==> src/rtl/config_pkg.sv <==
// Shared constants, header field positions and FSM encoding for the configuration frame writer.
package config_pkg;

    localparam logic [31:0] SYNC_WORD = 32'hFAB0_FAB1;

    localparam logic [3:0] OP_WRITE  = 4'hA;
    localparam logic [3:0] OP_DESYNC = 4'hD;

    localparam int OP_MSB     = 31;
    localparam int OP_LSB     = 28;
    localparam int PARITY_BIT = 27;
    localparam int IDX_MSB    = 7;
    localparam int IDX_LSB    = 0;

    typedef enum logic [2:0] {
        IDLE   = 3'd0,
        HDR    = 3'd1,
        DATA   = 3'd2,
        SKIP   = 3'd3,
        STROBE = 3'd4,
        HOLD   = 3'd5
    } state_e;

    // States in which the writer consumes stream words.
    function automatic logic accepts_words(input state_e s);
        return (s == IDLE) || (s == HDR) || (s == DATA) || (s == SKIP);
    endfunction

endpackage

==> src/rtl/frame_strobe_decoder.sv <==
// Frame index plus enable to one-hot strobe vector; purely combinational, registered by the parent.
module frame_strobe_decoder #(
    parameter int MaxFramesPerCol = 20
) (
    input  logic [7:0]                 index_i,
    input  logic                       enable_i,
    output logic [MaxFramesPerCol-1:0] strobe_o
);

    always_comb begin
        // NOTE: every always_comb output gets a default first so no path leaves it unassigned (no latch).
        strobe_o = '0;
        for (int i = 0; i < MaxFramesPerCol; i++) begin
            if (enable_i && (index_i == 8'(i))) begin
                strobe_o[i] = 1'b1;
            end
        end
    end

endmodule

==> src/rtl/config_frame_writer.sv <==
// Sync-locked configuration stream decoder driving FrameData and a one-hot FrameStrobe pulse.
// Optional header parity check enabled by defining CONFIG_PARITY_EN.
module config_frame_writer
    import config_pkg::*;
#(
    parameter int          MaxFramesPerCol = 20,
    parameter int          FrameBitsPerRow = 32,
    parameter int          StrobeCycles    = 2,
    parameter logic [31:0] SyncWord        = SYNC_WORD
) (
    input  logic                       CLK,
    input  logic                       reset,
    input  logic [31:0]                WriteData,
    input  logic                       WriteValid,
    output logic                       WriteReady,
    output logic [FrameBitsPerRow-1:0] FrameData,
    output logic [MaxFramesPerCol-1:0] FrameStrobe,
    output logic                       Busy,
    output logic                       Error
);

    localparam int               CNT_W    = (StrobeCycles > 1) ? $clog2(StrobeCycles) : 1;
    localparam logic [CNT_W-1:0] CNT_LAST = CNT_W'(StrobeCycles - 1);

    state_e                     state_q, state_d;
    logic [7:0]                 idx_q, idx_d;
    logic [FrameBitsPerRow-1:0] data_q, data_d;
    logic [MaxFramesPerCol-1:0] strobe_q, strobe_d;
    logic [CNT_W-1:0]           cnt_q, cnt_d;
    logic                       error_q, error_d;
`ifdef CONFIG_PARITY_EN
    logic                       parity_q, parity_d;
`endif

    logic       accept;
    logic       strobe_en;
    logic [3:0] hdr_op;
    logic [7:0] hdr_idx;
    logic       idx_ok;

    assign hdr_op  = WriteData[OP_MSB:OP_LSB];
    assign hdr_idx = WriteData[IDX_MSB:IDX_LSB];
    assign idx_ok  = ({24'd0, hdr_idx} < 32'(MaxFramesPerCol));

    // FSM state register
    always_ff @(posedge CLK or posedge reset) begin
        if (reset) begin
            state_q <= IDLE;
        end else begin
            // NOTE: sequential state uses non-blocking assignments so all registers update together.
            state_q <= state_d;
        end
    end

    // FSM next-state and datapath next values
    always_comb begin
        state_d  = state_q;
        idx_d    = idx_q;
        data_d   = data_q;
        cnt_d    = cnt_q;
        error_d  = error_q;
`ifdef CONFIG_PARITY_EN
        parity_d = parity_q;
`endif
        case (state_q)
            IDLE: begin
                if (accept && (WriteData == SyncWord)) begin
                    state_d = HDR;
                end
            end
            HDR: begin
                if (accept) begin
                    if (WriteData == SyncWord) begin
                        state_d = HDR;
                    end else if (hdr_op == OP_DESYNC) begin
                        state_d = IDLE;
                    end else if (hdr_op == OP_WRITE) begin
                        if (idx_ok) begin
                            idx_d    = hdr_idx;
`ifdef CONFIG_PARITY_EN
                            parity_d = WriteData[PARITY_BIT];
`endif
                            state_d  = DATA;
                        end else begin
                            error_d = 1'b1;
                            state_d = SKIP;
                        end
                    end else begin
                        error_d = 1'b1;
                    end
                end
            end
            DATA: begin
                if (accept) begin
                    data_d = WriteData[FrameBitsPerRow-1:0];
                    cnt_d  = '0;
`ifdef CONFIG_PARITY_EN
                    // A parity mismatch still loads the data but never strobes it into a latch.
                    if ((^WriteData) != parity_q) begin
                        error_d = 1'b1;
                        state_d = HOLD;
                    end else begin
                        state_d = STROBE;
                    end
`else
                    state_d = STROBE;
`endif
                end
            end
            SKIP: begin
                if (accept) begin
                    state_d = HDR;
                end
            end
            STROBE: begin
                if (cnt_q == CNT_LAST) begin
                    state_d = HOLD;
                end else begin
                    cnt_d = cnt_q + 1'b1;
                end
            end
            HOLD: begin
                state_d = HDR;
            end
            default: begin
                state_d = IDLE;
            end
        endcase
    end

    // FSM outputs
    always_comb begin
        WriteReady = accepts_words(state_q) && !reset;
        Busy       = (state_q != IDLE);
        accept     = WriteValid && WriteReady;
    end

    // Strobe is registered from the next state so it is high exactly while the state is STROBE.
    assign strobe_en = (state_d == STROBE);

    frame_strobe_decoder #(
        .MaxFramesPerCol(MaxFramesPerCol)
    ) u_decoder (
        .index_i (idx_q),
        .enable_i(strobe_en),
        .strobe_o(strobe_d)
    );

    always_ff @(posedge CLK or posedge reset) begin
        // NOTE: every register here is a small flop with a real reset value; there is no memory array to leave unreset.
        if (reset) begin
            idx_q    <= '0;
            data_q   <= '0;
            strobe_q <= '0;
            cnt_q    <= '0;
            error_q  <= 1'b0;
        end else begin
            idx_q    <= idx_d;
            data_q   <= data_d;
            strobe_q <= strobe_d;
            cnt_q    <= cnt_d;
            error_q  <= error_d;
        end
    end

`ifdef CONFIG_PARITY_EN
    always_ff @(posedge CLK or posedge reset) begin
        if (reset) begin
            parity_q <= 1'b0;
        end else begin
            parity_q <= parity_d;
        end
    end
`endif

    assign FrameData   = data_q;
    assign FrameStrobe = strobe_q;
    assign Error       = error_q;

endmodule

==> config.mk <==
export PLATFORM = sky130hd
export DESIGN_NAME = config_frame_writer
export DESIGN_NICKNAME = d
export VERILOG_FILES = /design/src/rtl/config_pkg.sv /design/src/rtl/frame_strobe_decoder.sv /design/src/rtl/config_frame_writer.sv
export SDC_FILE = /design/constraint.sdc
export NUM_CORES = 1
export LEC_CHECK = 0
export CORE_UTILIZATION = 27
export DETAILED_ROUTE_END_ITERATION = 12
export SYNTH_ARGS = -nofsm -noshare
export SYNTH_HDL_FRONTEND = slang
export SYNTH_SLANG_ARGS = --single-unit
==> constraint.sdc <==
create_clock -name CLK -period 4.08 [get_ports CLK]
set_input_delay 0.612 -clock CLK [delete_from_list [all_inputs] [get_ports CLK]]
set_output_delay 0.612 -clock CLK [all_outputs]
set_load 0.05 [all_outputs]
; Word-level counts from Yosys, hierarchy flattened
; Index checks and enable logic that the tools add are counted.
; W data, S select, Z words.
[totals]
register_bits = 65
input_bits = 35
output_inout_bits = 55
wordCells = 110
[classes]
addsub = 1
n_lt_le_gt_ge = 1
n_eq_ne = 30
n_mux = 35
bitwise_logic = 2
reduce_logical = 35
[ops]
columns = op, n
row1 = $eq A8 B4 Y1 const B, 8
row2 = $eq A32 B32 Y1 const B, 1
row3 = $eq A8 B3 Y1 const B, 4
row4 = $eq A8 B5 Y1 const B, 4
row5 = $mux W1, 25
row6 = $mux W3, 8
row7 = $logic_and A1 B1 Y1, 23
row8 = $pmux W3 S6, 1
row9 = $eq A8 B2 Y1 const B, 2
row10 = $eq A3 B3 Y1 const B, 3
row11 = $eq A4 B4 Y1 const B, 2
row12 = $eq A8 B1 Y1 const B, 1
row13 = $logic_not A8 Y1, 1
row14 = $lt A8 B5 Y1 const B, 1
row15 = $eq A3 B2 Y1 const B, 2
row16 = $reduce_and A6 Y1, 1
row17 = $reduce_and A5 Y1, 1
row18 = $ne A2 B2 Y1 const B, 2
row19 = $reduce_and A2 Y1, 2
row20 = $eq A3 B1 Y1 const B, 1
row21 = $logic_not A3 Y1, 1
row22 = $logic_or A1 B1 Y1, 3
row23 = $reduce_bool A3 Y1, 1
row24 = $not A1 Y1, 2
row25 = 4 further kinds, 4

; Depth between registers and ports, before layout
; Gate-level depths: netlist of run 1.
[depth]
word_depth = 12
ltp_mapped = 5
depth_no_buf = 4

; By module
; A second synthesis of run 1 with hierarchy kept.
[unflattened]
hier_cells = 189
area_unflattened_um2 = 2760.1
[by_module_without_submodules]
columns = module, instances, cells_per_inst, area_each_um2, seq_area_each_um2
row1 = config_frame_writer, 1, 157, 2561.2, 1626.6
row2 = frame_strobe_decoder, 1, 32, 198.9, 0.0

; Least setup slack after synthesis of run 1
; Ideal clock, no wire load.
[synth_path]
kind = input to register
from = in reset
to = reg cnt_q
setup_ns = 0.127
arrival_time_ns = 2.481
required_ns = 3.953
path_slack_ns = 1.473
cell_stages = 4
path_buffers = 0
path_cell_list = inv_1 nand2_1 o31ai_1 a21oi_1
[synth_between]
elab_chain_cells = 5
[synth_rtl]
columns = element, line
row1 = "start, declared", config_frame_writer.sv:12  ; input logic reset,
row2 = $logic_not A1 Y1 (no line), --
row3 = $logic_and A1 B1 Y1, config_frame_writer.sv:133  ; WriteReady = accepts_words(state_q) && !reset;
row4 = $logic_and A1 B1 Y1, config_frame_writer.sv:135  ; accept = WriteValid && WriteReady;
row5 = $ne A2 B2 Y1 (no line), --
row6 = $reduce_and A2 Y1 (no line), --
row7 = "end signal, assigned", config_frame_writer.sv:161  ; cnt_q <= cnt_d;
row8 = "end, declared", config_frame_writer.sv:29  ; logic [CNT_W-1:0] cnt_q, cnt_d;
; Every way passes these cells.
; A chain may end at the register's enable or synchronous reset.

; Worst setup path after layout of run 1
[layout_path]
from = in reset
to = out WriteReady
[layout_between]
elab_chain_cells = 2
[layout_rtl]
columns = element, line
row1 = $logic_not A1 Y1 (no line), --
row2 = $logic_and A1 B1 Y1, config_frame_writer.sv:133
row3 = "end, declared", config_frame_writer.sv:15  ; output logic WriteReady,
; Every way passes these cells.

==> metrics.yaml, run 1 <==
run_status:
  status: "completed"
global_route:
  grt_max_degree: 66
  grt_pass1_wl_microns: 10000
  grt_overflow: 0
  grtUsageTotal_pct: 13.2
  antenna_found_initial: 0
  grt_pass1_vias: 1938
sta:
  relSlewSlack_pct: 45.3
  setup_viol: 0
  drv_slew: 0
  finalCritPeriodShare_pct: 64.5
  fin_crit_ns: 2.63
  hold_violations: 0
  worstMarginPinSlew_ns: 0.821
  fin_skew_ns: 0.00794
  clock.fmax_mhz: 380
  fin_hold_ws_ns: 0.502
  tns_ns: 0
  rsz0062_at_grt: "false"
yosys:
  synth_edf_count: 0
  yosysSeqAreaShare_pct: 63.0
  ys.flop_type: "dfrtp_1"
  synth_area_leader_cell: "dfrtp_1"
  synthCells: 196
  synth_seq_cells: 65
  syn-mean-instance-area_sq_um: 13.2
  synth_adder_area_share_pct: 0
  synth.top_cells.by_area: "dfrtp_1 (63%), mux2_2 (16%), nor2_1 (2.9%)"
  synthXorXnorAreaFrac_pct: 0
  synth-simple-area-share_pct: 14.1
  synth_top_family_by_area: "multiplexers"
  async_flop_share_pct: 100
  synth_compound_area_share_pct: 4.55
  synth_common_cells: "dfrtp_1 (65), mux2_2 (37), nor2_1 (20)"
  synthMuxAreaShare_pct: 16.1
  synth_cell_types: 36
  synth_most_common_cell: "dfrtp_1"
  synth_warnings: 0
  netlist_area_sq_um: 2580
  netlist.area_leader.share_pct: 63.0
  synth_nets: 231
clock_tree:
  cts_tree: "yes"
  cts_hold_buf: 0
  cts.sinks: 65
  numCtsBuffers: 9
  htreeDepth: 3
  clkTransAtPathRegs_ns: 0.07
  cts_resized: 0
  clock_latency_ns: 0.34
  cts.path.max_buffers: 2
  ctsRootBufferMaster: "clkbuf_8"
  post_cts_buffers: 0
worst_setup_path:
  critPathRequiredTime_ns: 3.47
  cp_cell_sequence: "clkdlybuf4s50_1, nor2_1, clkdlybuf4s50_1"
  cp.arrival_ns: 2.02
  path_max_fanout: 5
  critPathSlowestCell: "clkdlybuf4s50_1"
  path_class: "in2out"
  critPathCaptureType: "output port"
  start_kind: "primary input"
  critPathMostFrequentCell: "clkdlybuf4s50_1"
  max_stage_delay_ns: 0.80
  reg2reg_depth: 4
floorplan:
  die_h_microns: 99.8
  die-area_sq_um: 9960
  die_x_microns: 99.8
  io-pin-count: 90
  rows: 35
  core_region_area_sq_um: 9240
  initial_utilization_pct: 27.9
pwr:
  total_power_mw: 1.40
  leakagePower_nw: 1.66
  ir_drop_v: 0.000187
  p_per_area_nw_per_um2: 365
hold_path:
  min_path_type: "reg2reg"
  hold_depth: 1
detailed_routing:
  viasPerCell: 4.39
  wire_per_inst_microns: 14.1
  first_iter_violations: 59
  drc_errors: 0
  drt_wl_total_microns: 5980
  vias: 1858
  ant_nets: 0
  dr.pass1.iters: 4
final_layout:
  nets: 324
  diodes: 0
  final_layout_size_suffix_gt1_share_pct: 20.7
  areaGrowthSynthToFinish_pct: 48.3
  nFillCells: 902
place:
  place_congestion: 0.651
  dp_hpwl_microns: 4300
  io_buffers: 89
job:
  cap_violations: 0
-- layer usage --
metal	vias to the layer above	global-route usage, %	routed length (microns)
li1	883	-	-
met5	-	0	0
met4	0	4.75	81
met3	6	5.29	420
met1	910	18.1	2790
met2	59	18.8	2690
-- state kept, by name, summed over array words and instances (netlist names) --
signal       count
FrameData       32
Error            1
state_q          3
FrameStrobe     20
cnt_q            1
idx_q            8
-- cell families (layout without fill, tap and decap cells) --
| family | after synthesis | after routing |
|---|---|---|
| flops | 65 | 65 |
| mux | 37 | 37 |
| compound gates | 17 | 17 |
| buf+inv | 12 | 110 |
| simple gates | 65 | 65 |
-- path summary, 6_finish.rpt --
kind                                      start                         to  slack, ns
min                        idx_q[6]$_DFFE_PP0P_       idx_q[6]$_DFFE_PP0P_       0.50
max reg2reg                state_q[0]$_DFF_PP0_   FrameStrobe[3]$_DFF_PP0_       2.11
min reg2reg                idx_q[6]$_DFFE_PP0P_       idx_q[6]$_DFFE_PP0P_       0.50
max                                       reset                 WriteReady       1.45
max in group asynchronous                 reset  FrameData[24]$_DFFE_PP0P_       2.58
min in group asynchronous                 reset   FrameStrobe[0]$_DFF_PP0_       0.96
-- worst max-delay path, delay by kind of cell --
family                 cells  cell delay, ns
buffers and inverters      2            1.29
AND/OR/NAND/NOR            1            0.12
-- metrics by stage --
| stage | std cells | area (sq um) | setup slack [ns] | util (%) |
|---|---|---|---|---|
| detailed placement | 407 | 3610 | 1.44 | 39.1 |
| global route | 423 | 3830 | 1.35 | 41.4 |
| CTS | 423 | 3830 | 1.44 | 41.4 |
| finish | 423 | 3830 | 1.45 | 41.4 |
| global placement | 407 | 3610 | 1.46 | 39.1 |
| floorplan | 196 | 2580 | 1.47 | - |
-- report_power, final --
group	total [mW]	switching [mW]	internal, mW
Sequential	0.669	0.0119	0.657
Combinational	0.133	0.0722	0.0611
Clock	0.598	0.254	0.344
-- cell type report --
type | count | area (sq um) | area share (%)
tap | 129 | 161 | 4.21
inverter | 2 | 7.51 | 0.196
clock buffer | 9 | 124 | 3.23
clock inverter | 7 | 95.1 | 2.48
sequential | 65 | 1630 | 42.5
multi-input combinational | 119 | 902 | 23.6
timing repair buffer | 92 | 913 | 23.8
-- layout by cell type (no fill, tap or decap) --
cell type,Yosys,final
nor3_1,7,7
o2111a_1,1,1
nand2b_1,3,3
a211oi_2,1,1
o211a_1,1,1
nor3b_1,2,2
o31ai_1,2,2
nand3b_1,2,2
or3b_1,1,1
nor4_1,1,1
nand4_1,1,1
bufinv_16,0,2
nor4b_1,1,1
inv_2,0,1
nor2_2,1,2
nand4bb_1,2,2
and4bb_2,1,1
a21oi_1,7,7
clkinv_4,0,2
nor2_1,20,19
clkinvlp_4,0,1
a21o_1,1,1
mux2_2,37,37
clkbuf_8,0,9
o21ai_0,2,2
nor2b_1,4,4
nand4b_1,3,3
dfrtp_1,65,65
clkinv_2,0,2
nand2_1,7,7
or4_1,1,1
nor4bb_1,1,1
nand3_1,6,6
and4b_1,1,1
clkdlybuf4s50_1,0,89
buf_4,1,3
o31a_1,1,1
a211oi_1,1,1
inv_1,2,1
Note: power is estimated with default switching activity, not from simulation.
==> run 2: changes to the inputs <==
==> constraint.sdc (replaced) <==
create_clock -name CLK -period 2.4 [get_ports CLK]
set_input_delay 0.36 -clock CLK [delete_from_list [all_inputs] [get_ports CLK]]
set_output_delay 0.36 -clock CLK [all_outputs]
set_load 0.05 [all_outputs]
==> metrics.yaml, run 2 (same netlist as run 1, synthesis figures left out) <==
run_status:
  status: "completed"  # unchanged
detailed_routing:
  drc_errors: 0  # unchanged
  viasPerCell: 4.44  # was 4.39
  ant_nets: 0  # unchanged
  vias: 1891  # was 1858
  dr.pass1.iters: 4  # unchanged
  drt_wl_total_microns: 5900  # was 5980 microns
  wire_per_inst_microns: 13.9  # was 14.1 microns
  first_iter_violations: 57  # was 59
floorplan:
  core_region_area_sq_um: 9240  # unchanged
  io-pin-count: 90  # unchanged
  initial_utilization_pct: 27.9  # unchanged
  die-area_sq_um: 9960  # unchanged
  die_x_microns: 99.8  # unchanged
  rows: 35  # unchanged
  die_h_microns: 99.8  # unchanged
worst_setup_path:
  critPathRequiredTime_ns: 2.04  # was 3.47 ns
  path_delay_family: "buffers and inverters"  # unchanged
  critPathLaunch: "state_q[2]$_DFF_PP0_"  # was reset
  reg2reg_from: "state_q[0]$_DFF_PP0_"  # unchanged
  path_depth: 3  # unchanged
  reg2reg_depth: 4  # unchanged
  max_stage_delay_ns: 0.81  # was 0.80 ns
  worst-path-buf-inv: 1  # was 2
  start_kind: "flop"  # was primary input
  path_class: "reg2out"  # was in2out
  cp_cell_sequence: "nor2_1, nand2_1, clkdlybuf4s50_1"  # was clkdlybuf4s50_1, nor2_1, clkdlybuf4s50_1
  path_max_fanout: 11  # was 5
  critPathSlowestCell: "clkdlybuf4s50_1"  # unchanged
  cp.arrival_ns: 1.86  # was 2.02 ns
  critPathCaptureType: "output port"  # unchanged
pwr:
  leakagePower_nw: 1.68  # was 1.66 nW
  total_power_mw: 2.43  # was 1.40 mW
  ir_drop_v: 0.000307  # was 0.000187 V
  p_per_area_nw_per_um2: 628  # was 365 nW/um^2
hold_path:
  hold_start: "idx_q[6]$_DFFE_PP0P_"  # unchanged
  min_path_type: "reg2reg"  # unchanged
  hold_depth: 1  # unchanged
place:
  place_congestion: 0.681  # was 0.651
  dp_hpwl_microns: 4290  # was 4300 microns
  io_buffers: 89  # unchanged
  placed_cell_area_sq_um: 3640  # was 3610 sq um
  place_inst: 411  # was 407
final_layout:
  largest_reg_flops: 32  # unchanged
  nFillCells: 896  # was 902
  final_area_sq_um: 3870  # was 3830 sq um
  diodes: 0  # unchanged
  layout_common_cells: "clkdlybuf4s50_1 (88), dfrtp_1 (65), mux2_2 (37), nor2_1 (19), clkbuf_8 (12)"  # was clkdlybuf4s50_1 (89), dfrtp_1 (65), mux2_2 (37), nor2_1 (19), clkbuf_8 (9)
  stdcell_count: 426  # was 423
  areaGrowthSynthToFinish_pct: 49.8  # was 48.3%
  layout_commonest_cell: "clkdlybuf4s50_1"  # unchanged
  final_core_util_pct: 41.9  # was 41.4%
  nets: 328  # was 324
  final_layout_size_suffix_gt1_share_pct: 21.5  # was 20.7%
sta:
  fin_skew_ns: 0.00842  # was 0.00794 ns
  relSlewSlack_pct: 62.2  # was 45.3%
  drv_slew: 0  # unchanged
  setup_viol: 0  # unchanged
  finalCritPeriodShare_pct: 92.7
  fin_crit_ns: 2.22
  worstMarginPinSlew_ns: 0.567  # was 0.821 ns
  hold_violations: 0  # unchanged
  tns_ns: 0  # unchanged
  clock.fmax_mhz: 450
  rsz0062_at_grt: "false"  # unchanged
clock_tree:
  clock_latency_ns: 0.33  # was 0.34 ns
  cts_hold_buf: 0  # unchanged
  post_cts_buffers: 0  # unchanged
  cts.path.max_buffers: 2  # unchanged
  clkTransAtPathRegs_ns: 0.06  # was 0.07 ns
  cts_tree: "yes"  # unchanged
  cts.sinks: 65  # unchanged
  htreeDepth: 3  # unchanged
  numCtsBuffers: 9  # unchanged
  cts_resized: 0  # unchanged
  ctsRootBufferMaster: "clkbuf_8"  # unchanged
job:
  cap_violations: 0  # unchanged
global_route:
  grt_pass1_wl_microns: 9800  # was 10000 microns
  grt_overflow: 0  # unchanged
  grt_pass1_vias: 1967  # was 1938
  antenna_found_initial: 0  # unchanged
  grt_max_degree: 45  # was 66
  grtUsageTotal_pct: 12.8  # was 13.2%
-- run 2: where the power goes --
part | leakage [nW] | internal (mW) | switching, mW
Sequential | 0.891 | 1.12 | 0.0200
Clock | 0.116 | 0.666 | 0.397
Combinational | 0.678 | 0.108 | 0.124
-- run 2: final cells by class --
cell class | count | area (sq um) | area share (%)
inverters | 2 | 7.51 | 0.194
clock buffers | 13 | 169 | 4.37
flip-flops and latches | 65 | 1630 | 42.1
clock inverters | 2 | 60.1 | 1.55
well taps | 129 | 161 | 4.17
multi-input cells | 119 | 902 | 23.3
repair buffers | 96 | 941 | 24.3
-- run 2: through the flow --
| stage | hold WS [ns] | setup WS (ns) |
|---|---|---|
| after floorplan | 0.455 | 0.0445 |
| after global placement | 0.472 | 0.216 |
| after detailed placement | 0.477 | 0.175 |
| after CTS | 0.499 | 0.157 |
| after global routing | 0.506 | 0.00736 |
| final | 0.491 | 0.176 |
-- run 2: worst register-to-register path, cell delays in order, from the launching register on --
cell	delay, ns
dfrtp_1	0.49
or4_1	0.60
a211oi_2	0.33
nand3_1	0.22
nor3_1	0.18
-- run 2: path summary, 6_finish.rpt --
path / slack, ns / endpoint
setup / recovery: 0.18 / Busy
hold / removal: 0.49 / idx_q[6]$_DFFE_PP0P_
setup reg to reg: 0.51 / FrameStrobe[3]$_DFF_PP0_
hold reg to reg: 0.49 / idx_q[6]$_DFFE_PP0P_
max in group asynchronous: 1.36 / FrameData[29]$_DFFE_PP0P_
min in group asynchronous: 0.52 / FrameStrobe[10]$_DFF_PP0_
-- run 2: layer usage --
metal  wire (microns)  vias to the layer above  global-route usage (%)
met1             2810                      933                    17.3
met2             2640                       55                    19.0
met5                0                        -                       0
met3              365                        9                    3.97
met4               89                        0                    5.43
li1                 -                      894                       -
